==> src/rtl/seu_mon_pkg.sv <==
// seu_mon_pkg
// Shared definitions for the SEU error monitor: the 2-bit health state type,
// its encoding constants, and a width helper for source-index fields.
package seu_mon_pkg;

  typedef enum logic [1:0] {
    ST_OK        = 2'd0,
    ST_CORRECTED = 2'd1,
    ST_DEGRADED  = 2'd2,
    ST_FATAL     = 2'd3
  } seu_state_e;

  localparam logic [1:0] STATE_OK        = 2'd0;
  localparam logic [1:0] STATE_CORRECTED = 2'd1;
  localparam logic [1:0] STATE_DEGRADED  = 2'd2;
  localparam logic [1:0] STATE_FATAL     = 2'd3;

  // A single source still needs a 1-bit index field.
  function automatic int src_width(input int num_src);
    return (num_src > 1) ? $clog2(num_src) : 1;
  endfunction

endpackage

==> src/rtl/seu_sat_counter.sv <==
// seu_sat_counter
// Event counter that adds a multi-bit increment every cycle and sticks at its
// all-ones value instead of wrapping.
// Ports:
//   clk_i   clock
//   rstn_i  asynchronous active-low reset
//   clr_i   synchronous clear, priority over the increment
//   inc_i   amount to add this cycle
//   cnt_o   registered count
module seu_sat_counter #(
  parameter int CNT_WIDTH = 16,
  parameter int INC_WIDTH = 3
) (
  input  logic                 clk_i,
  input  logic                 rstn_i,
  input  logic                 clr_i,
  input  logic [INC_WIDTH-1:0] inc_i,
  output logic [CNT_WIDTH-1:0] cnt_o
);

  // One bit wider than the larger operand so the carry-out is never lost.
  localparam int SUM_W = ((CNT_WIDTH > INC_WIDTH) ? CNT_WIDTH : INC_WIDTH) + 1;
  localparam logic [SUM_W-1:0] CNT_MAX = SUM_W'({CNT_WIDTH{1'b1}});

  logic [CNT_WIDTH-1:0] cnt_q, cnt_d;
  logic [SUM_W-1:0]     sum;

  always_comb begin
    sum = SUM_W'(cnt_q) + SUM_W'(inc_i);
    if (clr_i) begin
      cnt_d = '0;
    end else if (sum > CNT_MAX) begin
      cnt_d = '1;
    end else begin
      cnt_d = sum[CNT_WIDTH-1:0];
    end
  end

  always_ff @(posedge clk_i or negedge rstn_i) begin
    if (!rstn_i) begin
      cnt_q <= '0;
    end else begin
      cnt_q <= cnt_d;
    end
  end

  assign cnt_o = cnt_q;

endmodule

==> src/rtl/seu_err_monitor.sv <==
// seu_err_monitor
// Collects single/double error flags from a bank of triplicated voter
// registers into saturating counters, a frozen first-error record, a health
// state and a sticky interrupt.
// Ports:
//   clk_i, rstn_i          clock, asynchronous active-low reset
//   error1_i / error2_i    per-source single (corrected) / double (uncorrected) flags
//   enable_i               low = error inputs ignored
//   clear_i                synchronous clear of everything
//   threshold_i            single-error count that raises DEGRADED; 0 disables
//   cnt1_o / cnt2_o        saturating single / double event counts
//   first_valid_o, first_src_o, first_type_o   first-error record
//   state_o, irq_o         health state and sticky interrupt
//
// state        | meaning
// -------------+-----------------------------------------------------
// OK           | no error seen since reset/clear
// CORRECTED    | single errors seen, below threshold
// DEGRADED     | single-error count reached the threshold
// FATAL        | a double error was seen; absorbing until clear/reset
module seu_err_monitor
  import seu_mon_pkg::*;
#(
  parameter int NUM_SRC   = 4,
  parameter int CNT_WIDTH = 16,
  localparam int SRC_W    = src_width(NUM_SRC)
) (
  input  logic                 clk_i,
  input  logic                 rstn_i,
  input  logic [NUM_SRC-1:0]   error1_i,
  input  logic [NUM_SRC-1:0]   error2_i,
  input  logic                 enable_i,
  input  logic                 clear_i,
  input  logic [CNT_WIDTH-1:0] threshold_i,
  output logic [CNT_WIDTH-1:0] cnt1_o,
  output logic [CNT_WIDTH-1:0] cnt2_o,
  output logic                 first_valid_o,
  output logic [SRC_W-1:0]     first_src_o,
  output logic                 first_type_o,
  output logic [1:0]           state_o,
  output logic                 irq_o
);

  localparam int INC_W = $clog2(NUM_SRC + 1);
  localparam int SUM_W = ((CNT_WIDTH > INC_W) ? CNT_WIDTH : INC_W) + 1;
  localparam logic [SUM_W-1:0] CNT_MAX = SUM_W'({CNT_WIDTH{1'b1}});

  function automatic logic [INC_W-1:0] popcount(input logic [NUM_SRC-1:0] v);
    logic [INC_W-1:0] c;
    c = '0;
    for (int i = 0; i < NUM_SRC; i++) begin
      c = c + INC_W'(v[i]);
    end
    return c;
  endfunction

  function automatic logic [SRC_W-1:0] lowest_idx(input logic [NUM_SRC-1:0] v);
    logic [SRC_W-1:0] idx;
    idx = '0;
    for (int i = NUM_SRC - 1; i >= 0; i--) begin
      if (v[i]) idx = SRC_W'(i);
    end
    return idx;
  endfunction

  logic [NUM_SRC-1:0]   err1_q, err1_d, err2_q, err2_d;
  logic [NUM_SRC-1:0]   single_v;
  logic [INC_W-1:0]     inc1, inc2;
  logic [SUM_W-1:0]     sum1;
  logic [CNT_WIDTH-1:0] cnt1_nxt;
  logic                 any_single, any_double, thr_hit;
  logic                 first_valid_q, first_valid_d;
  logic [SRC_W-1:0]     first_src_q, first_src_d;
  logic                 first_type_q, first_type_d;
  seu_state_e           state_q, state_d;
  logic                 irq_q, irq_d;

  // A source flagging both errors counts as a double error only.
  assign single_v   = err1_q & ~err2_q;
  assign inc1       = popcount(single_v);
  assign inc2       = popcount(err2_q);
  assign any_single = |single_v;
  assign any_double = |err2_q;

  // Next single-error count, saturated the same way as the counter, so the
  // threshold is judged on the value the counter is about to hold.
  always_comb begin
    sum1 = SUM_W'(cnt1_o) + SUM_W'(inc1);
    cnt1_nxt = (sum1 > CNT_MAX) ? '1 : sum1[CNT_WIDTH-1:0];
  end

  assign thr_hit = (threshold_i != '0) && (cnt1_nxt >= threshold_i);

  always_comb begin
    err1_d = enable_i ? error1_i : '0;
    err2_d = enable_i ? error2_i : '0;
    if (clear_i) begin
      err1_d = '0;
      err2_d = '0;
    end
  end

  always_comb begin
    first_valid_d = first_valid_q;
    first_src_d   = first_src_q;
    first_type_d  = first_type_q;
    if (clear_i) begin
      first_valid_d = 1'b0;
      first_src_d   = '0;
      first_type_d  = 1'b0;
    end else if (!first_valid_q && (any_single || any_double)) begin
      first_valid_d = 1'b1;
      first_type_d  = any_double;
      first_src_d   = any_double ? lowest_idx(err2_q) : lowest_idx(err1_q);
    end
  end

  always_comb begin
    state_d = state_q;
    if (clear_i) begin
      state_d = ST_OK;
    end else if (any_double) begin
      state_d = ST_FATAL;
    end else begin
      case (state_q)
        ST_OK:        if (any_single) state_d = thr_hit ? ST_DEGRADED : ST_CORRECTED;
        ST_CORRECTED: if (thr_hit) state_d = ST_DEGRADED;
        default:      state_d = state_q;
      endcase
    end
  end

  always_comb begin
    irq_d = irq_q || (state_d == ST_DEGRADED) || (state_d == ST_FATAL);
    if (clear_i) irq_d = 1'b0;
  end

  always_ff @(posedge clk_i or negedge rstn_i) begin
    if (!rstn_i) begin
      err1_q        <= '0;
      err2_q        <= '0;
      first_valid_q <= 1'b0;
      first_src_q   <= '0;
      first_type_q  <= 1'b0;
      state_q       <= ST_OK;
      irq_q         <= 1'b0;
    end else begin
      err1_q        <= err1_d;
      err2_q        <= err2_d;
      first_valid_q <= first_valid_d;
      first_src_q   <= first_src_d;
      first_type_q  <= first_type_d;
      state_q       <= state_d;
      irq_q         <= irq_d;
    end
  end

  seu_sat_counter #(
    .CNT_WIDTH(CNT_WIDTH),
    .INC_WIDTH(INC_W)
  ) u_cnt1 (
    .clk_i (clk_i),
    .rstn_i(rstn_i),
    .clr_i (clear_i),
    .inc_i (inc1),
    .cnt_o (cnt1_o)
  );

  seu_sat_counter #(
    .CNT_WIDTH(CNT_WIDTH),
    .INC_WIDTH(INC_W)
  ) u_cnt2 (
    .clk_i (clk_i),
    .rstn_i(rstn_i),
    .clr_i (clear_i),
    .inc_i (inc2),
    .cnt_o (cnt2_o)
  );

  assign first_valid_o = first_valid_q;
  assign first_src_o   = first_src_q;
  assign first_type_o  = first_type_q;
  assign state_o       = state_q;
  assign irq_o         = irq_q;

endmodule

==> config.mk <==
export PLATFORM = sky130hd
export DESIGN_NAME = seu_err_monitor
export DESIGN_NICKNAME = d
export VERILOG_FILES = /design/src/rtl/seu_mon_pkg.sv /design/src/rtl/seu_sat_counter.sv /design/src/rtl/seu_err_monitor.sv
export SDC_FILE = /design/constraint.sdc
export NUM_CORES = 1
export LEC_CHECK = 0
export ABC_AREA = 1
export CAP_MARGIN = 20
export CORE_MARGIN = 3
export CORE_UTILIZATION = 64
export DETAILED_ROUTE_END_ITERATION = 12
export DONT_BUFFER_PORTS = 1
export GPL_TIMING_DRIVEN = 0
export PLACE_DENSITY_LB_ADDON = 0.08
export SLEW_MARGIN = 15
export SYNTH_ARGS = -nofsm -noshare
export SYNTH_HDL_FRONTEND = slang
export SYNTH_SLANG_ARGS = --single-unit
==> constraint.sdc <==
create_clock -name clk_i -period 5 [get_ports clk_i]
set_input_delay 0.5 -clock clk_i [delete_from_list [all_inputs] [get_ports clk_i]]
set_output_delay 0.5 -clock clk_i [all_outputs]
set_load 0.02 [all_outputs]
After elaboration in Yosys (flattened, before gate mapping)
Index checks and enable logic that the tools add are counted.

word-level totals
  output and inout port bits = 39
  word-level logic and storage cells = 66
  input port bits = 28
  latch bits = 0
  memories = 0
  flip-flop bits (word level) = 47
  RAM bits = 0
  memory bits (read-only) = 0

cells by class
  $mul = 0
  mux-type cells = 30
  equal/unequal tests = 3
  magnitude comparators = 3
  add/subtract/negate cells = 8
  shift-type cells = 0
  reductions and logical operators = 11
  div/mod/pow operators = 0
  bitwise operators = 2

operators by type and width
  cell                                                             number
  2-to-1 mux 16 bit                                                4
  adder 16 x 3 -> 17 bit                                           2
  greater-than comparator 17 x 16 -> 1 bit, second input constant  2
  2-to-1 mux 2 bit                                                 16
  greater-or-equal comparator 16 bit                               1
  2-to-1 mux 4 bit                                                 4
  nonzero test 16 bit                                              1
  OR reduction 4 bit                                               2
  adder 2 x 1 -> 3 bit                                             2
  adder 3 x 1 -> 3 bit                                             2
  2-to-1 mux 1 bit                                                 5
  adder 1 x 1 -> 2 bit                                             2
  bitwise AND 4 bit                                                1
  == test 2 bit, second input constant                             2
  inverter 4 bit                                                   1
  one-hot mux 2 bit (2 select lines)                               1
  logical OR 1 bit                                                 3
  == test 2 x 1 -> 1 bit, second input constant                    1
  logical AND 1 bit                                                2
  logical NOT 2 bit                                                1
  nonzero test 2 bit                                               1
  logical NOT 1 bit                                                1

Logic depth before layout (Yosys ltp)
  depth in word-level cells = 19
  gate-level depth with buffers = 27
  mapped depth without buffers = 27

Modules after synthesis
Synthesis repeated with hierarchy kept, for this count alone.

second synthesis, totals
  cells, all modules = 531
  area, all modules = 3817.4 sq um

modules (own cells, without submodules)
  module           times used  area an instance (sq um)  sequential area each (sq um)  cells each
  seu_sat_counter  2           1052.3                    400.4                         140
  seu_err_monitor  1           1712.9                    375.4                         251

Worst setup path before layout
No wires, ideal clock.

  path kind = reg-to-reg
  start = register err2_q[0]
  end = register irq_q (netlist: irq_o)
  period minus slack after synthesis = 3675 ps
  slack = 1325 ps
  data arrival time = 3561 ps
  stages on the path, launching flop included = 25
  library setup time = 113 ps
  cell sequence = dfrtp_1 > inv_1 > nand2_1 > fa_1 > inv_1 > fa_1 > fa_1 > nand3_2 > nor2_4 > nand3_4 > nor4_4 > nand4_4 > buf_2 > nand2_1 > ha_1 > nand2_1 > inv_1 > o21bai_1 > nand2_1 > a21oi_1 > nand3_1 > nand3_1 > nand3_1 > nand2_1 > inv_1

on the way
  longest elaborated chain between the ends = 19

ends and longest elaborated chain
  element                                   line                    RTL
  start: declaration                        seu_err_monitor.sv:66   logic [NUM_SRC-1:0] err1_q, err1_d, err2_q, err2_d;
  start signal: assignment                  seu_err_monitor.sv:149  err2_q <= err2_d;
  inverter 4 bit                            seu_err_monitor.sv:79   assign single_v = err1_q & ~err2_q;
  bitwise AND 4 bit                         seu_err_monitor.sv:79
  adder 1 x 1 -> 2 bit                      seu_err_monitor.sv:52   c = c + INC_W'(v[i]);
  adder 2 x 1 -> 3 bit                      seu_err_monitor.sv:52
  adder 3 x 1 -> 3 bit                      seu_err_monitor.sv:52
  adder 16 x 3 -> 17 bit                    seu_err_monitor.sv:88   sum1 = SUM_W'(cnt1_o) + SUM_W'(inc1);
  greater-than comparator 17 x 16 -> 1 bit  seu_err_monitor.sv:89   cnt1_nxt = (sum1 > CNT_MAX) ? '1 : sum1[CNT_WIDTH-1:0];
  2-to-1 mux 16 bit                         seu_err_monitor.sv:89
  [4 not listed]                            n/a
  one-hot mux 2 bit (2 select lines)        seu_err_monitor.sv:125  case (state_q)
  2-to-1 mux 2 bit (*)                      seu_err_monitor.sv:122  end else if (any_double) begin
  2-to-1 mux 2 bit (*)                      seu_err_monitor.sv:120  if (clear_i) begin
  == test 2 bit                             seu_err_monitor.sv:134  irq_d = irq_q || (state_d == ST_DEGRADED) || (state_d == ST_FATAL);
  logical OR 1 bit                          seu_err_monitor.sv:134
  logical OR 1 bit (*)                      seu_err_monitor.sv:134
  2-to-1 mux 1 bit (*)                      seu_err_monitor.sv:135  if (clear_i) irq_d = 1'b0;
  named net irq_d                           seu_err_monitor.sv:76   logic irq_q, irq_d;
  end signal: assignment                    seu_err_monitor.sv:154  irq_q <= irq_d;
  end: declaration                          seu_err_monitor.sv:76

Mark *: on every way through the listed nets, which the timed path passes. The rest lies on a longest branch.
A chain may end at the register's enable or synchronous reset.

Worst setup path in the final report
Same ends and word-level chain as after synthesis.

==> qor.yml <==
sta:
  finalSetupViolCount: 0
  clock.fmax_ghz: 0.241
  hold_viol: 0
  fin_crit_ps: 4140
  fin_hold_ws_ps: 30.4
  worst_pin_slew_ps: 531
  rsz0062_at_grt: "false"
  maxSlewHeadroom: 0.646
  fin_setup_tns_ps: 0
  finalMaxSlewViolations: 0
  fin_skew_ps: 12.6
  fin_crit_sh: 0.829
power:
  ir_drop_mv: 0.205
  p_int_uw: 529
  swShare: 0.292
  leakage_uw: 0.00172
  power_switching_uw: 218
  power.total_uw: 747
  comb_power_share: 0.124
  seq_power_share: 0.571
  pwr-share-clk: 0.305
  power_density_nw_per_um2: 233
synthesis:
  seq_area_frac_synth: 0.389
  ys_warn_count: 0
  synthCells: 373
  synthFlopType: "dfrtp_1"
  syn_area_per_cell_um2: 8.11
  synth.top_cell.area_share: 0.389
  ys_types: 31
  syn_nets: 427
  synthTopCellsByArea: "dfrtp_1 (39%), nand2_1 (10%), ha_1 (8.3%)"
  synth_top_area_cell: "dfrtp_1"
  yosys-top-cells-count: "nand2_1 (81), inv_1 (58), dfrtp_1 (47)"
  syn_area_um2: 3020
  synthArstFlopShare: 1.00
  ys_seq_elements: 47
  synth.most_common_cell: "nand2_1"
  synth_edf_count: 0
worst_setup_path:
  crit_buf_inv: 5
  critPathArrivalTime_ps: 4390
  reg2reg_depth: 24
  cp-startpoint: "err2_q[0]$_DFF_PN0_"
  critical_path.cell_chain: "inv_1, nand2_1, fa_1, inv_1, fa_1, fa_1, nand3_2, nor2_4, nand3_4, nor4_4, nand4_4, buf_2, nand2_1, ha_1, nand2_1, inv_1, nand3_1, nor3_1, nand2_1, nand3_1, nand3_1, nand3_1, nand2_1, inv_1"
  cp_slowest_cell: "fa_1"
  reg2reg_slack_ps: 860
  cp-start-kind: "flop"
  worstReg2RegEnd: "irq_o$_DFF_PN0_"
  path_max_fanout: 10
  crit_path_frequent_cell: "nand2_1"
  crit_path_max_incr_delay_ps: 560
  r2r-start: "err2_q[0]$_DFF_PN0_"
  worstSetupPathType: "flop to flop"
  crit_family: "adder cells"
  cp-end-kind: "flop"
  required_ps: 5250
finish:
  stdcell_count: 434
  fin_area_um2: 3210
  area_growth_pct: 6.16
  nets: 435
  drive_gt1_frac: 0.0576
  diodes: 0
cts:
  insertion_delay_ps: 300
  cts_htree_levels: 2
  cts.clk_slew.worst_paths_ps: 100
  cts_tree: "done"
  cts_sinks: 47
  cts_made_buffers: 5
  clock_tree.buffer_depth: 2
  cts_setup_buffers: 0
  cts_root_buffer: "clkbuf_8"
status:
  status: "completed"
global_routing:
  antenna_found_initial: 0
  grt_max_degree: 48
  grt_pass1_wl_mm: 10.1
  grt_pass1_vias: 2350
  grt_util_all_layers: 0.235
  grt.overflow.total: 0
routing:
  vias: 2363
  post-route-drc-count: 0
  first_pass_iters: 4
  routed_wl_mm: 6.02
  via_per_inst: 5.44
  wl_per_cell_um: 13.9
  ant_nets: 0
  drtIter0Drc: 98
floorplanning:
  fp.dieH_um: 74.7
  die_w_um: 74.7
  num_io_pins: 67
  design.core.area_um2: 4440
  start_util: 0.680
  rows: 24
  die_area_um2: 5590
place:
  place.gp.congestion: 0.872
  placed_area_um2: 3090
  io_buffers: 0
  dp.cells: 425
  place_hpwl_mm: 4.87
worst_hold_path:
  hold_class: "input pin to async pin"
flow_run:
  drv_cap: 0
==> metrics by stage <==
stage / utilization / setup WS [ps]
final: 0.722 / 856
after global routing: 0.722 / 498
after CTS: 0.722 / 846
after detailed placement: 0.695 / 845
after global placement: 0.695 / 957
after floorplan: - / 1330
==> power groups by stage <==
stage	Clock, uW	Sequential [uW]	Combinational (uW)
after floorplan	0	430	66.0
after global routing	251	429	109
final	228	426	92.5
after detailed placement	0	434	83.4
after global placement	0	434	78.9
after CTS	235	427	93.8
==> state kept, by name, indices dropped and copies added (netlist names) <==
| name | count |
|---|---|
| first_type_o | 1 |
| state_o | 2 |
| first_src_o | 2 |
| u_cnt1.cnt_o | 16 |
| u_cnt2.cnt_o | 16 |
| err1_q | 4 |
| err2_q | 4 |
| first_valid_o | 1 |
| irq_o | 1 |
==> per-layer routing <==
metal / track usage / wire length, um
met5: 0 / 0
met4: 0.0929 / 125
met2: 0.406 / 2960
met3: 0.0788 / 504
met1: 0.270 / 2430
==> placed cells by master, fill, tap and decap left out, drive strengths merged, types with 4 or more instances in the layout <==
master and n:
nand2 81, inv 58, dfrtp 47, a21oi 41, nor2 36, ha 20
nand3 17, xor2 16, clkbuf 11, nor3 9, xnor2 7, nand4 7
fa 6, o21ai 5, nor4 5, buf 4
==> repair_timing <==
action                     CTS  global route
setup endpoints to repair    0             0
hold endpoints to repair    47             0
hold buffers                 1             0
resized for setup            0             0
==> logic make-up after synthesis <==
logic type               Yosys count  share of synthesized area
AO/OA/AOI/OAI                     53                     0.0960
AND/OR/NAND/NOR                  157                      0.237
XOR/XNOR                          23                     0.0666
flip-flops                        47                      0.389
buffers and inverters             67                     0.0885
adder cells (fa/ha/maj)           26                      0.122
==> area by class of cell <==
| type | count | area [um^2] |
|---|---|---|
| Multi-Input combinational cell | 259 | 1580 |
| Fill cell | 367 | 1230 |
| Inverter | 58 | 218 |
| Tap cell | 52 | 65.1 |
| Timing Repair Buffer | 1 | 27.5 |
| Buffer | 9 | 50.0 |
| Sequential cell | 47 | 1180 |
| Clock inverter | 3 | 25.0 |
| Clock buffer | 5 | 68.8 |
==> worst max path at each step <==
| stage | end | slack [ps] | cells past startpoint |
|---|---|---|---|
| floorplan | irq_o$_DFF_PN0_ | 1330 | 24 |
| global placement | irq_o$_DFF_PN0_ | 960 | 24 |
| detailed placement | irq_o$_DFF_PN0_ | 850 | 24 |
| CTS | irq_o$_DFF_PN0_ | 850 | 24 |
| global route | irq_o$_DFF_PN0_ | 500 | 24 |
| finish | irq_o$_DFF_PN0_ | 860 | 24 |
No activity file was read; power rests on OpenSTA's default activity.
==> RTL edit: new RTL, config.mk and constraints unchanged <==
`NUM_SRC`: 4 -> 8.
--- a/src/rtl/seu_err_monitor.sv
+++ b/src/rtl/seu_err_monitor.sv
@@ -21,7 +21,7 @@
 module seu_err_monitor
   import seu_mon_pkg::*;
 #(
-  parameter int NUM_SRC   = 4,
+  parameter int NUM_SRC   = 8,
   parameter int CNT_WIDTH = 16,
   localparam int SRC_W    = src_width(NUM_SRC)
 ) (
Interface: changed (resized error1_i, error2_i and first_src_o); port bits go from 67 to 76. The function was not compared with the original's and may differ.
==> RTL edit against the original RTL <==
- synthesized area is 27% higher
- worst setup slack got worse by 0.81 ns
- sequential cell count is 9 higher
- wire length rose by 49%
- sequential power up 28%
- total power grew 56%
- cell area increased by 40%
- count of clock-buffer cells in the layout up 1
- worst hold slack got worse by 0.0058 ns
- critical path type unchanged
==> RTL edit: results (changes against the original RTL) <==
[outcome]
run_status = completed

[grt]
pin_count_of_the_biggest_net_entering_global_routing = 57  ; +19%
grt_util_all_layers_pct = 23.78  ; +0.25 points
grt_pass1_wl_mm = 13.71  ; +36%
grt_antenna_before_repair = 0  ; unchanged
grt_pass1_vias = 3042  ; +29%

[setup_path]
cp_slowest_stage_delay_ns = 0.52  ; -0.04 ns
worst-setup-path-type = flip-flop to flip-flop
crit-reg2reg-capture = state_o[0]
worst_path_max_delay_cell = sky130_fd_sc_hd__fa_1
crit-reg2reg-launch = err2_q[0]
crit_family = adder cells
reg2reg_slack_ns = 0.04  ; -0.81 ns
worst-path-max-fanout = 4  ; -6
cp_data_arrival_time_ns = 5.19  ; +0.80 ns

[place]
routabilityCongestion = 0.8558  ; -1.9%
place_hpwl_mm = 6.073  ; +25%
post_dp_cell_area_sq_mm = 0.003935  ; +27%
placement.io_buffers = 0  ; unchanged

[cts]
ctsResizeCount = 12  ; +12
cts.repair_timing.setup_buffer_count = 11  ; +11
postCtsHoldBufs = 1  ; unchanged
number_of_buffers_between_clock_root_and_the_deepest_sink = 2  ; unchanged
cts_root_buffer = sky130_fd_sc_hd__clkbuf_8
cts.clk_slew.worst_paths_ns = 0.09
clock_latency_on_the_worst_skew_pair_ns = 0.31
cts_buffers = 5  ; unchanged
cts_htree_levels = 2  ; unchanged

[timing]
max_slew_margin_pct = 48.36  ; -16 points
clock-skew-final_ns = 0.004242  ; -0.008377 ns
fin_hold_ws_ns = 0.02463  ; -0.005816 ns
timing_hold_violations_final = 0  ; unchanged

[route]
dr.pass1.iters = 4  ; unchanged
drt_wl_total_mm = 8.980  ; +49%
post_dr_vias_cell = 5.650  ; +3.8%
routedWlPerCell_um = 16.12  ; +16%
drt_iter0_drcs = 103  ; +5.1%

[worst_hold_path]
hp-class = input port to asynchronous set/reset pin

[yosys]
synth.lib_cells_used.distinct = 42  ; +35%
ys_top_cells_by_count = sky130_fd_sc_hd__nand2_1 (91), sky130_fd_sc_hd__inv_1 (63), sky130_fd_sc_hd__dfrtp_1 (56), sky130_fd_sc_hd__nor2_1 (36), sky130_fd_sc_hd__ha_1 (30)
synth.top_cells.by_area = sky130_fd_sc_hd__dfrtp_1 (36%), sky130_fd_sc_hd__ha_1 (9.8%), sky130_fd_sc_hd__nand2_1 (8.9%)
synthArstFlopShare_pct = 100.0  ; unchanged
synth_fp_nets = 532  ; +25%
synth_seq_area_share_pct = 36.45  ; -2.4 points
post_synth.cell_area_avg_sq_um = 8.432  ; +4.0%
ys.warnings.count = 0  ; unchanged

[power_and_ir_drop]
leakagePower_nw = 2.240  ; +30%
power.ir.vdd_worst_uv = 208.8  ; +1.9%

[finish]
layout-drive-gt1-share_pct = 23.30  ; +18 points
insertedDiodeCount = 0  ; unchanged
num-nets-final = 560  ; +29%

[floorplan]
initial_util_pct = 67.75  ; -0.30 points

-- RTL edit: cell types whose count changed after synthesis, sizes merged, moves of 6 or more --
cell,unedited run,this run
nand2,81,94
inv,58,70
ha,20,30
o21ai,5,15
dfrtp,47,56
a21oi,41,47
-- RTL edit: kinds of logic (layout without fill, tap and decap cells) --
| logic type | after synthesis | after routing | share of synthesized area (%) |
|---|---|---|---|
| AOI/OAI and AO/OA | 69 | 69 | 11.94 |
| adders and majority gates | 40 | 40 | 14.97 |
| xor gates and xnor gates | 25 | 25 | 5.695 |
| DFF | 56 | 56 | 36.45 |
| and+or+nand+nor | 183 | 183 | 22.03 |
| buffers and inverters | 83 | 112 | 8.916 |
-- RTL edit: area by class of cell --
class                   instances  area (sq um)
multi-input cells             317          2357
flip-flops and latches         56          1401
fillers                       384          1170
inverters                      71         269.0
repair buffers                 21         192.7
well taps                      72         90.09
plain buffers                  12         87.58
clock buffers                   6         72.57
clock inverters                 2         35.03
-- RTL edit: through the flow --
stage	util (%)	setup WS, ns
floorplan	-	0.1481
global placement	69.33	-0.2694
detailed placement	69.33	-0.4593
CTS	74.07	0.02007
global route	79.39	-0.1466
finish	79.39	0.04137
-- RTL edit: report_power, final --
part / internal (mW) / switching, mW / leakage (nW) / total [mW]
sequential: 0.484 / 0.0629 / 0.760 / 0.547
combinational: 0.136 / 0.194 / 1.42 / 0.329
clock: 0.149 / 0.143 / 0.0552 / 0.292
-- RTL edit: routing by layer --
metal  wire, um  vias to the layer above  global-route usage, %
li1           -                     1517                      -
met1       3538                     1502                  29.31
met2       4604                      100                  41.91
met3        495                       28                  5.133
met4        342                        0                  7.164
met5          0                        -                      0
